## config.mk

```make
export PLATFORM = sky130hd
export DESIGN_NAME = bram_burst_rd_flat
export DESIGN_NICKNAME = d
export VERILOG_FILES = /design/src/rtl/bram_burst_rd_pkg.sv /design/src/rtl/bram_burst_rd_if.sv /design/src/rtl/bram_burst_rd_sync_fifo.sv /design/src/rtl/bram_burst_rd.sv /design/src/flat_wrapper.sv
export SDC_FILE = /design/constraint.sdc
export NUM_CORES = 1
export LEC_CHECK = 0
export BUFFER_PORTS_ARGS = -buffer_cell sky130_fd_sc_hd__buf_2
export CAP_MARGIN = 30
export CORE_AREA = 2 2 106 149
export DETAILED_ROUTE_END_ITERATION = 16
export DIE_AREA = 0 0 108 151
export GPL_TIMING_DRIVEN = 1
export PLACE_DENSITY = 0.94
export SLEW_MARGIN = 20
export SYNTH_ARGS = -nofsm -noshare
export SYNTH_HDL_FRONTEND = slang
export SYNTH_SLANG_ARGS = --single-unit
```

## constraint.sdc

```tcl
create_clock -name clk -period 4.9 [get_ports clk]
set_clock_uncertainty 0.05 [all_clocks]
set_input_delay 0.98 -clock clk [delete_from_list [all_inputs] [get_ports clk]]
set_output_delay 0.98 -clock clk [all_outputs]
set_load 0.01 [all_outputs]
```

## src/rtl/bram_burst_rd_pkg.sv

```systemverilog
// Shared definitions for the BRAM burst read initiator: FSM states,
// default widths common with the BRAM controller, and a FIFO count-width helper.
package bram_burst_rd_pkg;

    localparam int DAT_WIDTH_DEF  = 32;
    localparam int ADDR_WIDTH_DEF = 32;
    localparam int LEN_WIDTH_DEF  = 16;
    localparam int ADDR_STEP_DEF  = 4;
    localparam int FIFO_DEPTH_DEF = 4;

    typedef enum logic [1:0] {
        ST_IDLE  = 2'd0,
        ST_ISSUE = 2'd1,
        ST_DRAIN = 2'd2
    } state_e;

    // A count must represent 0..depth inclusive, hence one bit beyond the pointer.
    function automatic int cnt_width(input int depth);
        return $clog2(depth) + 1;
    endfunction

endpackage

```

## src/rtl/bram_burst_rd_if.sv

```systemverilog
// Valid/ready word stream with a last flag; the producer uses the master modport.
interface bram_burst_rd_if #(
    parameter int DAT_WIDTH = 32
) ();
    logic [DAT_WIDTH-1:0] dat;
    logic                 val;
    logic                 rdy;
    logic                 last;

    modport master (output dat, output val, output last, input rdy);
    modport slave  (input dat, input val, input last, output rdy);
endinterface

```

## src/rtl/bram_burst_rd_sync_fifo.sv

```systemverilog
// Single-clock FIFO with occupancy count; DEPTH must be a power of two >= 2.
module bram_burst_rd_sync_fifo
    import bram_burst_rd_pkg::*;
#(
    parameter int WIDTH = 33,
    parameter int DEPTH = 4,
    localparam int PTR_W = $clog2(DEPTH),
    localparam int CNT_W = cnt_width(DEPTH)
) (
    input  logic             clk,
    input  logic             rst_n,
    input  logic             wr_en_i,
    input  logic [WIDTH-1:0] wr_dat_i,
    input  logic             rd_en_i,
    output logic [WIDTH-1:0] rd_dat_o,
    output logic             empty_o,
    output logic             full_o,
    output logic [CNT_W-1:0] count_o
);

    logic [WIDTH-1:0] mem_q [DEPTH];
    logic [PTR_W-1:0] wr_ptr_q, wr_ptr_d;
    logic [PTR_W-1:0] rd_ptr_q, rd_ptr_d;
    logic [CNT_W-1:0] count_q, count_d;
    logic             push, pop;

    assign empty_o  = (count_q == '0);
    assign full_o   = (count_q == CNT_W'(DEPTH));
    assign count_o  = count_q;
    assign rd_dat_o = mem_q[rd_ptr_q];
    assign push     = wr_en_i && !full_o;
    assign pop      = rd_en_i && !empty_o;

    always_comb begin
        wr_ptr_d = wr_ptr_q;
        rd_ptr_d = rd_ptr_q;
        count_d  = count_q;
        if (push) wr_ptr_d = wr_ptr_q + PTR_W'(1);
        if (pop)  rd_ptr_d = rd_ptr_q + PTR_W'(1);
        case ({push, pop})
            2'b10:   count_d = count_q + CNT_W'(1);
            2'b01:   count_d = count_q - CNT_W'(1);
            default: count_d = count_q;
        endcase
    end

    always_ff @(posedge clk or negedge rst_n) begin
        if (!rst_n) begin
            wr_ptr_q <= '0;
            rd_ptr_q <= '0;
            count_q  <= '0;
        end else begin
            wr_ptr_q <= wr_ptr_d;
            rd_ptr_q <= rd_ptr_d;
            count_q  <= count_d;
        end
    end

    always_ff @(posedge clk) begin
        if (push) mem_q[wr_ptr_q] <= wr_dat_i;
    end

endmodule

```

## src/rtl/bram_burst_rd.sv

```systemverilog
// Burst read initiator: issues one BRAM read per word with credit-based flow
// control so returned words always fit the output buffer.
module bram_burst_rd
    import bram_burst_rd_pkg::*;
#(
    parameter int DAT_WIDTH  = DAT_WIDTH_DEF,
    parameter int ADDR_WIDTH = ADDR_WIDTH_DEF,
    parameter int LEN_WIDTH  = LEN_WIDTH_DEF,
    parameter int ADDR_STEP  = ADDR_STEP_DEF,
    parameter int FIFO_DEPTH = FIFO_DEPTH_DEF
) (
    input  logic                  clk,
    input  logic                  rst_n,
    input  logic                  cmd_valid_i,
    output logic                  cmd_ready_o,
    input  logic [ADDR_WIDTH-1:0] cmd_addr_i,
    input  logic [LEN_WIDTH-1:0]  cmd_len_i,
    output logic                  busy_o,
    output logic                  done_o,
    output logic [ADDR_WIDTH-1:0] ctrl_addr_o,
    output logic                  ctrl_wren_o,
    output logic [DAT_WIDTH-1:0]  ctrl_idat_o,
    output logic                  ctrl_rden_o,
    input  logic [DAT_WIDTH-1:0]  ctrl_odat_i,
    input  logic                  ctrl_oval_i,
    bram_burst_rd_if.master       m_if
);

    localparam int CNT_W = cnt_width(FIFO_DEPTH);

    state_e                state_q, state_d;
    logic [ADDR_WIDTH-1:0] addr_q, addr_d;
    logic [LEN_WIDTH-1:0]  rem_q, rem_d;
    logic                  inflight_q, inflight_d;
    logic                  infl_last_q, infl_last_d;
    logic                  done_q, done_d;
    logic                  issue;

    logic [DAT_WIDTH:0]    fifo_rd_dat;
    logic                  fifo_empty, fifo_full, pop, head_last;
    logic [CNT_W-1:0]      fifo_count;
    logic [CNT_W:0]        credit_used;

    // Buffered words plus the one possibly in flight must never exceed the FIFO.
    assign credit_used = {1'b0, fifo_count} + {{CNT_W{1'b0}}, inflight_q};
    assign pop         = !fifo_empty && m_if.rdy;
    assign head_last   = fifo_rd_dat[DAT_WIDTH];

    assign cmd_ready_o = (state_q == ST_IDLE);
    assign busy_o      = (state_q != ST_IDLE);
    assign done_o      = done_q;
    assign ctrl_addr_o = addr_q;
    assign ctrl_wren_o = 1'b0;
    assign ctrl_idat_o = '0;
    assign ctrl_rden_o = issue;

    assign m_if.val  = !fifo_empty;
    assign m_if.dat  = fifo_rd_dat[DAT_WIDTH-1:0];
    assign m_if.last = !fifo_empty && head_last;

    always_comb begin
        state_d     = state_q;
        addr_d      = addr_q;
        rem_d       = rem_q;
        done_d      = 1'b0;
        issue       = 1'b0;
        unique case (state_q)
            ST_IDLE: begin
                if (cmd_valid_i) begin
                    addr_d = cmd_addr_i;
                    rem_d  = cmd_len_i;
                    if (cmd_len_i == '0) done_d  = 1'b1;
                    else                 state_d = ST_ISSUE;
                end
            end
            ST_ISSUE: begin
                issue = (rem_q != '0) && (credit_used < (CNT_W+1)'(FIFO_DEPTH));
                if (issue) begin
                    addr_d = addr_q + ADDR_WIDTH'(ADDR_STEP);
                    rem_d  = rem_q - LEN_WIDTH'(1);
                    if (rem_q == LEN_WIDTH'(1)) state_d = ST_DRAIN;
                end
            end
            ST_DRAIN: begin
                if (pop && head_last) begin
                    state_d = ST_IDLE;
                    done_d  = 1'b1;
                end
            end
            default: state_d = ST_IDLE;
        endcase
        inflight_d  = issue;
        infl_last_d = issue && (rem_q == LEN_WIDTH'(1));
    end

    always_ff @(posedge clk or negedge rst_n) begin
        if (!rst_n) begin
            state_q     <= ST_IDLE;
            addr_q      <= '0;
            rem_q       <= '0;
            inflight_q  <= 1'b0;
            infl_last_q <= 1'b0;
            done_q      <= 1'b0;
        end else begin
            state_q     <= state_d;
            addr_q      <= addr_d;
            rem_q       <= rem_d;
            inflight_q  <= inflight_d;
            infl_last_q <= infl_last_d;
            done_q      <= done_d;
        end
    end

    // Writes follow our own in-flight tracking, so a pre-reset oval is ignored.
    bram_burst_rd_sync_fifo #(
        .WIDTH (DAT_WIDTH + 1),
        .DEPTH (FIFO_DEPTH)
    ) u_fifo (
        .clk      (clk),
        .rst_n    (rst_n),
        .wr_en_i  (inflight_q),
        .wr_dat_i ({infl_last_q, ctrl_odat_i}),
        .rd_en_i  (pop),
        .rd_dat_o (fifo_rd_dat),
        .empty_o  (fifo_empty),
        .full_o   (fifo_full),
        .count_o  (fifo_count)
    );

    a_oval_matches: assert property (@(posedge clk) disable iff (!rst_n)
        inflight_q |-> ctrl_oval_i);
    a_no_overflow: assert property (@(posedge clk) disable iff (!rst_n)
        inflight_q |-> !fifo_full);

endmodule

```

## src/flat_wrapper.sv

```systemverilog
// flat-port wrapper written by rule: the top's interface ports become plain ports
module bram_burst_rd_flat import bram_burst_rd_pkg::*;
#(
    parameter int DAT_WIDTH  = DAT_WIDTH_DEF,
    parameter int ADDR_WIDTH = ADDR_WIDTH_DEF,
    parameter int LEN_WIDTH  = LEN_WIDTH_DEF,
    parameter int ADDR_STEP  = ADDR_STEP_DEF,
    parameter int FIFO_DEPTH = FIFO_DEPTH_DEF
)
  (clk, rst_n, cmd_valid_i, cmd_ready_o, cmd_addr_i, cmd_len_i, busy_o, done_o, ctrl_addr_o, ctrl_wren_o, ctrl_idat_o, ctrl_rden_o, ctrl_odat_i, ctrl_oval_i, m_if_dat, m_if_val, m_if_last, m_if_rdy);
  bram_burst_rd_if #(.DAT_WIDTH(DAT_WIDTH)) m_if_i ();
  input  logic clk;
  input  logic rst_n;
  input  logic cmd_valid_i;
  output logic cmd_ready_o;
  input  logic [ADDR_WIDTH-1:0] cmd_addr_i;
  input  logic [LEN_WIDTH-1:0] cmd_len_i;
  output logic busy_o;
  output logic done_o;
  output logic [ADDR_WIDTH-1:0] ctrl_addr_o;
  output logic ctrl_wren_o;
  output logic [DAT_WIDTH-1:0] ctrl_idat_o;
  output logic ctrl_rden_o;
  input  logic [DAT_WIDTH-1:0] ctrl_odat_i;
  input  logic ctrl_oval_i;
  output wire logic [$bits(m_if_i.dat)-1:0] m_if_dat;
  output wire logic [$bits(m_if_i.val)-1:0] m_if_val;
  output wire logic [$bits(m_if_i.last)-1:0] m_if_last;
  input wire logic [$bits(m_if_i.rdy)-1:0] m_if_rdy;
  assign m_if_dat = m_if_i.dat;
  assign m_if_val = m_if_i.val;
  assign m_if_last = m_if_i.last;
  assign m_if_i.rdy = m_if_rdy;
  bram_burst_rd #(.DAT_WIDTH(DAT_WIDTH), .ADDR_WIDTH(ADDR_WIDTH), .LEN_WIDTH(LEN_WIDTH), .ADDR_STEP(ADDR_STEP), .FIFO_DEPTH(FIFO_DEPTH)) u_core (.clk(clk), .rst_n(rst_n), .cmd_valid_i(cmd_valid_i), .cmd_ready_o(cmd_ready_o), .cmd_addr_i(cmd_addr_i), .cmd_len_i(cmd_len_i), .busy_o(busy_o), .done_o(done_o), .ctrl_addr_o(ctrl_addr_o), .ctrl_wren_o(ctrl_wren_o), .ctrl_idat_o(ctrl_idat_o), .ctrl_rden_o(ctrl_rden_o), .ctrl_odat_i(ctrl_odat_i), .ctrl_oval_i(ctrl_oval_i), .m_if(m_if_i));
endmodule
```

==> out/qor.yml, run 1 <==
grt_antenna_before_repair: 0
syn_area_sq_mm: 0.008732
yosysSeqAreaShare: 0.6259
io_pins: 188
wl_mm: 20.47
first_global_vias: 5995
dieHeight_um: 151
row_count: 53
grt_usage: 0.2613
syn_to_final_growth_pct: 16.18
p_sw_frac: 0.3586
avgSynthCellArea_sq_um: 13.77
diodes: 0
worst_slew_pin_slew_ns: 0.9075
fin_crit_sh: 0.7828
die_w_um: 108
total_power_mw: 5.881
synth-seq-cells: 192
worst_ep_required_time_ns: 3.87
clk_latency_ns: 0.44
drt_drc_violations_left: 0
p_int_mw: 3.772
wl_per_cell_um: 20.83
layout_setup_ws_ns: 1.064
grt_setup_unrepaired: "false"
yosysWarnings: 0
endpoint_kind: "output port"
hp-class: "register to register"
drive_gt1_frac: 0.3047
cap_violations: 0
ant_nets: 0
fmax_ghz: 0.2607
p_clk_frac: 0.230
status: "finished, final reports clean"
synth_edf_count: 132
finalHoldViolCount: 0
min_period_ns: 3.836
path_class: "register to output port"
cts_tree: "done"
htreeDepth: 4
power_frac_seq: 0.443
cts_sinks: 192
max-vdd-ir-drop_mv: 0.3315
cts_buffers: 17
cp-start-kind: "register"
drt_iter0_markers: 467
vias_per_cell: 6.258
core_sq_mm: 0.01492
dp_hpwl_mm: 13.59
p_leak_nw: 3.906
drv_slew: 0
cts_resized: 0
critPathArrivalTime_ns: 2.81
cts_root_buf: "clkbuf_16"
utilization: 0.6799
postSynthCellCount: 634
p_per_area_mw_per_mm2: 579.7
clk_path_buf_depth: 2
drt_pass1_iterations: 6
initial_core_util: 0.5852
layout.nets: 872
maxSlewHeadroom: 0.3928
die_area_sq_mm: 0.01631
vias: 6152
grt_first_pass_wirelength_mm: 32.04
synth_ff_type: "edfxtp_1"
tns_ns: 0
cp_max_fo: 24
synth-async-reset-ratio: 0.3125
cts.clk_slew.worst_paths_ns: 0.07
grt_max_degree: 74
cts_setup_buffers: 0
power.switching_mw: 2.109
port_buffers: 153
fin_worst_hold_slack_ns: 0.4235
yosysUniqueCellTypes: 58
grt_overflow_total: 0
cts_hold_buf: 0
fillers: 1041
dp_slack_ns: 1.564
setup_violations: 0
place.gp.congestion: 0.8689
power_frac_comb: 0.327
==> kinds of logic (layout without fill, tap and decap cells) <==
| kind of cell | Yosys count | after routing | synth area share |
|---|---|---|---|
| flops | 192 | 192 | 0.6259 |
| simple gates | 141 | 141 | 0.08382 |
| xor+xnor | 6 | 6 | 0.006019 |
| other cells | 1 | 33 | 0.0004294 |
| mux | 34 | 34 | 0.08626 |
| buf+inv | 91 | 216 | 0.05560 |
| compound gates | 160 | 160 | 0.1282 |
| fa+ha+maj | 9 | 9 | 0.01376 |
==> power groups by stage <==
stage / registers (mW) / logic (mW) / clock network (mW)
2_1_floorplan: 2.52 / 1.32 / 0
3_3_place_gp: 2.58 / 1.88 / 0
3_5_place_dp: 2.62 / 1.92 / 0
4_1_cts: 2.60 / 1.94 / 1.38
5_1_grt: 2.66 / 2.11 / 1.43
6_report: 2.60 / 1.92 / 1.35
==> path summary, 6_finish.rpt <==
kind	startpoint	endpoint	slack [ns]	depth (start not counted)
min in group asynchronous	rst_n	u_core.ctrl_addr_o[25]$_DFFE_PN0P_	0.53	1
min	u_core.ctrl_addr_o[0]$_DFFE_PN0P_	u_core.ctrl_addr_o[0]$_DFFE_PN0P_	0.42	2
min reg2reg	u_core.ctrl_addr_o[0]$_DFFE_PN0P_	u_core.ctrl_addr_o[0]$_DFFE_PN0P_	0.42	2
max in group asynchronous	rst_n	u_core.ctrl_addr_o[0]$_DFFE_PN0P_	3.38	2
max reg2reg	u_core.rem_q[0]$_DFFE_PN0P_	u_core.ctrl_addr_o[26]$_DFFE_PN0P_	1.79	8
max	u_core.rem_q[0]$_DFFE_PN0P_	ctrl_rden_o	1.06	7
==> registers in the layout, indices dropped and copies added (netlist names) <==
| register | count |
|---|---|
| u_core.u_fifo.wr_ptr_q | 2 |
| u_core.u_fifo.rd_ptr_q | 2 |
| u_core.infl_last_q | 1 |
| u_core.done_o | 1 |
| u_core.inflight_q | 1 |
| u_core.state_q | 2 |
| u_core.u_fifo.mem_q | 132 |
| u_core.ctrl_addr_o | 32 |
| u_core.rem_q | 16 |
| u_core.u_fifo.count_o | 3 |
==> cell usage after synthesis, types with 9 or more instances <==
| master | n | area (sq um) |
|---|---|---|
| and3_1 | 13 | 81.33 |
| nand4_1 | 9 | 56.30 |
| nor3_1 | 15 | 75.07 |
| o21ai_0 | 17 | 85.08 |
| dfrtp_1 | 60 | 1501 |
| edfxtp_1 | 132 | 3964 |
| a21oi_1 | 34 | 170.2 |
| nand3_1 | 14 | 70.07 |
| a22oi_1 | 13 | 97.59 |
| nor2_1 | 31 | 116.4 |
| o22ai_1 | 17 | 106.4 |
| nand2_1 | 25 | 93.84 |
| o2bb2ai_1 | 15 | 131.4 |
| clkbuf_1 | 28 | 105.1 |
| mux4_2 | 33 | 743.2 |
| a31oi_1 | 13 | 81.33 |
| o22a_1 | 9 | 78.83 |
| buf_4 | 37 | 277.8 |
| inv_1 | 14 | 52.55 |
==> critical path, stage by stage (launching register included) <==
cell and delay, ns:
dfrtp_1 0.44, inv_1 0.08, ha_1 0.19, or3b_1 0.47, or3_4 0.42, o311ai_4 0.30
inv_2 0.25, buf_2 0.22
==> through the flow <==
step / instances / instance area, sq um
finish: 983 / 10140
global route: 983 / 10140
CTS: 983 / 10140
detailed placement: 951 / 9563
global placement: 950 / 9548
floorplan: 666 / 8852
==> cells in the final DEF, fill, tap and decap left out, drive strengths merged, types with 3 or more instances in the layout <==
master	instances
nor4	8
a21oi	34
o2bb2a	6
dfrtp	60
edfxtp	132
nor2	31
nand3	14
nor2b	3
mux4	33
or3	4
a211oi	3
nor3	15
nand2	26
a31oi	13
a22oi	13
a2bb2oi	3
xnor2	3
or4	3
conb	33
o22a	9
o22ai	17
buf	169
and3	13
ha	8
xor2	3
and4	3
a41oi	8
o21ai	21
o2bb2ai	15
clkbuf	17
inv	24
and2	8
nand4	9
clkinv	6
==> area by class of cell <==
cell class,count,area (sq um),area share
multi-input combinational,383,2907,0.2865
sequential,192,5466,0.5389
timing repair buffer,169,893.4,0.08806
inverter,15,56.30,0.005550
clock buffer,17,425.4,0.04193
clock inverter,15,156.4,0.01542
tap,192,240.2,0.02368
==> per-layer routing <==
metal / global-route usage / wire length [um] / part of all wire
met1: 0.3121 / 7443 / 0.36
met5: 0 / 0 / 0
met2: 0.4550 / 10700 / 0.52
met4: 0.08910 / 449 / 0.022
met3: 0.07272 / 1881 / 0.092
No activity file was read; power rests on OpenSTA's default activity.
==> run 2: changes to the inputs <==
--- a/config.mk
+++ b/config.mk
@@ -7,11 +7,11 @@
 export LEC_CHECK = 0
 export BUFFER_PORTS_ARGS = -buffer_cell sky130_fd_sc_hd__buf_2
 export CAP_MARGIN = 30
-export CORE_AREA = 2 2 106 149
+export CORE_AREA = 2 2 110 155
 export DETAILED_ROUTE_END_ITERATION = 16
-export DIE_AREA = 0 0 108 151
+export DIE_AREA = 0 0 112 157
 export GPL_TIMING_DRIVEN = 1
-export PLACE_DENSITY = 0.94
+export PLACE_DENSITY = 0.88
 export SLEW_MARGIN = 20
 export SYNTH_ARGS = -nofsm -noshare
 export SYNTH_HDL_FRONTEND = slang
==> constraint.sdc (replaced) <==
create_clock -name clk -period 3.9 [get_ports clk]
set_clock_uncertainty 0.05 [all_clocks]
set_input_delay 0.78 -clock clk [delete_from_list [all_inputs] [get_ports clk]]
set_output_delay 0.78 -clock clk [all_outputs]
set_load 0.01 [all_outputs]
==> run 2 against run 1 <==
Effect of this change: utilization is 4.7 points lower; sequential cell count did not move; sequential power increased by 24%; global-route usage fell by 2.7 points; die area increased by 7.8%; routed wire length fell by 1.6%; non-clock buffer count down 2; first-iteration DRC count decreased by 2.6%; critical path depth stayed put; critical endpoint unchanged; sequential share of layout area shrank 0.28 points; via count shrank 1.9%.
==> out/qor.yml, run 2 (synthesized netlist as in run 1, its figures left out) <==
power.switching_mw: 2.649  # +26%
endpoint_kind: "output port"
p_int_mw: 4.861  # +29%
grt_antenna_before_repair: 0  # unchanged
port_buffers: 153  # unchanged
fin_cells: 988  # +0.51%
finalHoldViolCount: 0  # unchanged
dieHeight_um: 157  # +4.0%
dp_hpwl_mm: 13.21  # -2.8%
die_area_sq_mm: 0.01758  # +7.8%
diodes: 0  # unchanged
layout.nets: 870  # -0.23%
die_w_um: 112  # +3.7%
vias: 6036  # -1.9%
max-vdd-ir-drop_mv: 0.5010  # +51%
drt_pass1_iterations: 6  # unchanged
worst_ep_required_time_ns: 3.07  # -0.80 ns
row_count: 55  # +3.8%
p_per_area_mw_per_mm2: 736.4  # +27%
min_period_ns: 3.664
status: "finished, final reports clean"
drt_drc_violations_left: 0  # unchanged
cts_root_buf: "clkbuf_16"
cp_max_fo: 24  # unchanged
place.gp.congestion: 0.8686  # about the same
cts.clk_slew.worst_paths_ns: 0.08  # about the same
cts_sinks: 192  # unchanged
cts_hold_buf: 0  # unchanged
dp.cells: 956  # +0.53%
grt_usage: 0.2344  # -0.02692
hp-class: "primary input to async pin"
fin_area_sq_mm: 0.01020  # +0.53%
cts_tree: "done"
vias_per_cell: 6.109  # -2.4%
clk_path_buf_depth: 2  # unchanged
fillers: 1187  # +14%
total_power_mw: 7.510  # +28%
drv_slew: 0  # unchanged
io_pins: 188  # unchanged
cp-start-kind: "register"
wl_mm: 20.15  # -1.6%
cap_violations: 0  # unchanged
r2r_end: "u_core.ctrl_addr_o[26]$_DFFE_PN0P_"
htreeDepth: 4  # unchanged
fmax_ghz: 0.2729
initial_core_util: 0.5423  # -0.04297
multi_input_comb_area_sq_mm: 0.002912  # +0.17%
grt_overflow_total: 0  # unchanged
clk_latency_ns: 0.44  # about the same
drt_iter0_markers: 455  # -2.6%
setup_violations: 0  # unchanged
p_sw_frac: 0.3527  # -0.005888
reg2reg_depth: 8  # unchanged
core_sq_mm: 0.01610  # +7.9%
ff2ff_setup_slack_ns: 0.78  # -1.01 ns
first_global_vias: 6097  # +1.7%
tns_ns: 0  # unchanged
largest_reg_flops: 132  # unchanged
grt_setup_unrepaired: "false"
fin_worst_hold_slack_ns: 0.1800  # -0.2435 ns
critPathArrivalTime_ns: 2.83  # +0.02 ns
crit_start: "u_core.rem_q[0]$_DFFE_PN0P_"
crit-reg2reg-launch: "u_core.rem_q[0]$_DFFE_PN0P_"
cts_setup_buffers: 0  # unchanged
path_class: "register to output port"
dpl_cell_area_sq_mm: 0.009567  # about the same
drive_gt1_frac: 0.3093  # +0.004575
fin_crit_sh: 0.9395
grt_max_degree: 50  # -32%
worst_slew_pin_slew_ns: 0.9186  # +0.01109 ns
seq_area_sq_mm: 0.005466  # unchanged
final_common_cell: "buf_2"
power_frac_comb: 0.324  # -0.003
final_cell_mix: "153 x buf_2, 132 x edfxtp_1, 59 x dfrtp_1"
maxSlewHeadroom: 0.3876  # -0.005157
top_register: "u_core.u_fifo.mem_q"
syn_to_final_growth_pct: 16.79
grt_first_pass_wirelength_mm: 32.00  # -0.11%
power_frac_seq: 0.431  # -0.012
p_leak_nw: 3.921  # +0.39%
wl_per_cell_um: 20.40  # -2.1%
cts_resized: 0  # unchanged
cts_buffers: 17  # unchanged
p_clk_frac: 0.245  # +0.015
ant_nets: 0  # unchanged
==> run 2: cell types whose count changed in the layout (fill, tap and decap cells not counted), moves of 2 or more <==
cell	change
buf_4	-2
inv_8	-2
and2_2	+4
and2_1	-4
bufinv_16	+2
==> run 2: critical path: stages, from the launching register on <==
cell,delay (ns)
dfrtp_1,0.45
inv_1,0.08
ha_1,0.18
or3b_1,0.48
or3_4,0.42
o311ai_4,0.30
inv_2,0.26
buf_2,0.22
==> run 2: cell type report <==
| type | instances | area share |
|---|---|---|
| flip-flops and latches | 192 | 0.5360 |
| multi-input cells | 383 | 0.2855 |
| repair buffers | 167 | 0.08662 |
| clock buffers | 17 | 0.04171 |
| well taps | 199 | 0.02441 |
| clock inverters | 15 | 0.02024 |
| inverters | 15 | 0.005521 |
==> run 2: worst max-delay path by stage <==
stage	end	depth (start not counted)	slack, ns
detailed placement	ctrl_rden_o	7	0.73
CTS	ctrl_rden_o	7	0.25
global route	ctrl_rden_o	7	0.14
global placement	ctrl_rden_o	7	0.77
floorplan	ctrl_rden_o	7	1.05
finish	ctrl_rden_o	7	0.24
==> run 2: through the flow <==
stage | setup slack [ns] | util
after global routing | 0.1398 | 0.6333
after global placement | 0.7734 | 0.5929
after detailed placement | 0.7285 | 0.5941
final | 0.2360 | 0.6333
after floorplan | 1.052 | -
after CTS | 0.2474 | 0.6333
==> run 2: power by group through the flow <==
stage	registers, mW	clock network, mW	logic [mW]
5_1_grt	3.30	1.94	2.66
3_5_place_dp	3.26	0	2.45
3_3_place_gp	3.22	0	2.38
6_report	3.23	1.84	2.43
2_1_floorplan	3.17	0	1.66
4_1_cts	3.23	1.86	2.46
==> run 2: layer usage <==
layer  vias up  share of wire  global-route usage
met2       312           0.53              0.4118
met4         0          0.031             0.09756
met1      2962           0.36              0.2750
li1       2714              -                   -
met3        48          0.079             0.06045
met5         -              0                   0
==> run 3: changes to the inputs <==
--- a/config.mk
+++ b/config.mk
@@ -7,11 +7,11 @@
 export LEC_CHECK = 0
 export BUFFER_PORTS_ARGS = -buffer_cell sky130_fd_sc_hd__buf_2
 export CAP_MARGIN = 30
-export CORE_AREA = 2 2 110 155
+export CORE_AREA = 2 2 116 163
 export DETAILED_ROUTE_END_ITERATION = 16
-export DIE_AREA = 0 0 112 157
+export DIE_AREA = 0 0 118 165
 export GPL_TIMING_DRIVEN = 1
-export PLACE_DENSITY = 0.88
+export PLACE_DENSITY = 0.84
 export SLEW_MARGIN = 20
 export SYNTH_ARGS = -nofsm -noshare
 export SYNTH_HDL_FRONTEND = slang
==> constraint.sdc (replaced) <==
create_clock -name clk -period 3.2 [get_ports clk]
set_clock_uncertainty 0.05 [all_clocks]
set_input_delay 0.64 -clock clk [delete_from_list [all_inputs] [get_ports clk]]
set_output_delay 0.64 -clock clk [all_outputs]
set_load 0.01 [all_outputs]
==> run 3 against run 2 <==
Effect of this change: first-iteration DRC count up 23%; routed wire length up 3.9%; clock-buffer cell count unchanged; clock power up 15%; critical endpoint unchanged; highest routed layer unchanged.
==> out/qor.yml, run 3 (synthesized netlist as in run 1, its figures left out) <==
grt_usage: 0.2174  # -0.01699
crit-reg2reg-launch: "u_core.rem_q[0]$_DFFE_PN0P_"
diodes: 0  # unchanged
drive_gt1_frac: 0.3258  # +0.01659
crit_slowest_cell: "dfrtp_2"
core_sq_mm: 0.01792  # +11%
htreeDepth: 4  # unchanged
worst_slew_pin_slew_ns: 0.9625  # +0.04388 ns
drt_iter0_markers: 558  # +23%
grt_first_pass_wirelength_mm: 32.85  # +2.6%
power.switching_mw: 3.307  # +25%
p_per_area_mw_per_mm2: 888.0  # +21%
tns_ns: 0  # unchanged
maxSlewHeadroom: 0.3584  # -0.02925
finalHoldViolCount: 0  # unchanged
ant_nets: 0  # unchanged
grt_max_degree: 50  # unchanged
cts_tree: "done"
grt_antenna_before_repair: 0  # unchanged
cts.clk_slew.worst_paths_ns: 0.08  # about the same
die_w_um: 118  # +5.4%
dieHeight_um: 165  # +5.1%
p_leak_nw: 3.978  # +1.5%
critPathArrivalTime_ns: 2.38  # -0.45 ns
cts_buffers: 17  # unchanged
drt_pass1_iterations: 5  # -1
layout.nets: 882  # +1.4%
power_frac_comb: 0.341  # +0.017
multi_input_comb_area_sq_mm: 0.002924  # +0.43%
final_common_cell: "buf_2"
worst_ep_required_time_ns: 2.51  # -0.56 ns
total_power_mw: 9.195  # +22%
path_class: "register to output port"
status: "finished, final reports clean"
largest_reg_flops: 132  # unchanged
final_cell_mix: "153 x buf_2, 132 x edfxtp_1, 58 x dfrtp_1"
wl_mm: 20.95  # +3.9%
top_register: "u_core.u_fifo.mem_q"
p_clk_frac: 0.230  # -0.015
setup_violations: 0  # unchanged
syn_to_final_growth_pct: 18.58
dp_hpwl_mm: 14.13  # +7.0%
hp-class: "primary input to async pin"
drv_slew: 0  # unchanged
place.gp.congestion: 0.8842  # +1.8%
grt_overflow_total: 0  # unchanged
cp_max_fo: 6  # -75%
min_period_ns: 3.071
max-vdd-ir-drop_mv: 0.4128  # -18%
clk_path_buf_depth: 2  # unchanged
fillers: 1409  # +19%
cp-start-kind: "register"
fin_area_sq_mm: 0.01035  # +1.5%
vias: 6123  # +1.4%
cts_sinks: 192  # unchanged
p_int_mw: 5.888  # +21%
fin_crit_sh: 0.9598
cts_root_buf: "clkbuf_16"
die_area_sq_mm: 0.01947  # +11%
drt_drc_violations_left: 0  # unchanged
vias_per_cell: 5.882  # -3.7%
port_buffers: 153  # unchanged
power_frac_seq: 0.428  # -0.003
seq_area_sq_mm: 0.005468  # about the same
crit_start: "u_core.rem_q[0]$_DFFE_PN0P_"
wl_per_cell_um: 20.12  # -1.4%
clk_latency_ns: 0.43  # about the same
fmax_ghz: 0.3256
dpl_cell_area_sq_mm: 0.009717  # +1.6%
max_stage_delay_ns: 0.43  # -0.05 ns
endpoint_kind: "output port"
row_count: 58  # +5.5%
grt_setup_unrepaired: "false"
cap_violations: 0  # unchanged
initial_core_util: 0.4872  # -0.05511
path_cells: "inv_1 > ha_2 > or3b_1 > or3_4 > o311ai_4 > inv_4 > buf_2"
io_pins: 188  # unchanged
first_global_vias: 6025  # -1.2%
p_sw_frac: 0.3597  # +0.006937
[run 3: cell types whose count changed in the layout (fill, tap and decap cells not counted), sizes merged]
cell    before  now
clkinv       5    6
bufinv       2    0
buf        167  179
inv         23   24
[run 3: power groups by stage]
stage          Sequential (mW)  Combinational, mW  Clock, mW
5_1_grt                   4.02               3.40       2.25
3_3_place_gp              3.92               3.01          0
3_5_place_dp              3.97               3.11          0
2_1_floorplan             3.87               2.02          0
4_1_cts                   3.93               3.15       2.16
6_report                  3.94               3.14       2.12
[run 3: layout make-up]
type | count | share of cell area
Clock buffer | 17 | 0.04108
Sequential cell | 192 | 0.5280
Timing Repair Buffer | 179 | 0.09642
Tap cell | 240 | 0.02900
Inverter | 15 | 0.005679
Clock inverter | 15 | 0.01740
Multi-Input combinational cell | 383 | 0.2824
[run 3: routing by layer]
metal | GRT usage | vias to the layer above | part of all wire
met5 | 0 | - | 0
met4 | 0.07503 | 0 | 0.023
met3 | 0.05076 | 47 | 0.077
met2 | 0.3742 | 339 | 0.51
met1 | 0.2715 | 3002 | 0.39
li1 | - | 2735 | -
[run 3: worst paths after layout]
path                                                           end  slack [ns]  cells past startpoint
worst min register to register   u_core.ctrl_addr_o[1]$_DFFE_PN0P_        0.42                      2
worst max-delay path                                   ctrl_rden_o        0.13                      7
worst max register to register  u_core.ctrl_addr_o[26]$_DFFE_PN0P_        0.24                      8
min in group clk                 u_core.ctrl_addr_o[0]$_DFFE_PN0P_        0.34                      3
worst min-delay path            u_core.ctrl_addr_o[14]$_DFFE_PN0P_        0.21                      1
max in group asynchronous        u_core.ctrl_addr_o[2]$_DFFE_PN0P_        2.27                      2
[run 3: repair_timing]
item	CTS	global route
gates cloned	0	0
setup buffers	1	2
setup endpoints to repair	1	3
pin swaps	0	1
hold buffers	0	0
resized for setup	1	4
[run 3: stage by stage]
| step | cells | worst slack (ns) | util | hold slack [ns] |
|---|---|---|---|---|
| 2_1_floorplan | 666 | 0.4919 | - | 0.2944 |
| 3_3_place_gp | 1006 | 0.3225 | 0.5421 | 0.4065 |
| 3_5_place_dp | 1006 | 0.2157 | 0.5421 | 0.4145 |
| 4_1_cts | 1039 | 0.004718 | 0.5764 | 0.2248 |
| 5_1_grt | 1041 | 0.02181 | 0.5777 | 0.2493 |
| 6_report | 1041 | 0.1285 | 0.5777 | 0.2123 |
[run 3: critical path, delay by kind of cell (launching register included)]
| family | cells | cell delay, ns |
|---|---|---|
| simple gates | 2 | 0.75 |
| flops | 1 | 0.43 |
| buf+inv | 3 | 0.29 |
| compound gates | 1 | 0.29 |
| fa+ha+maj | 1 | 0.19 |
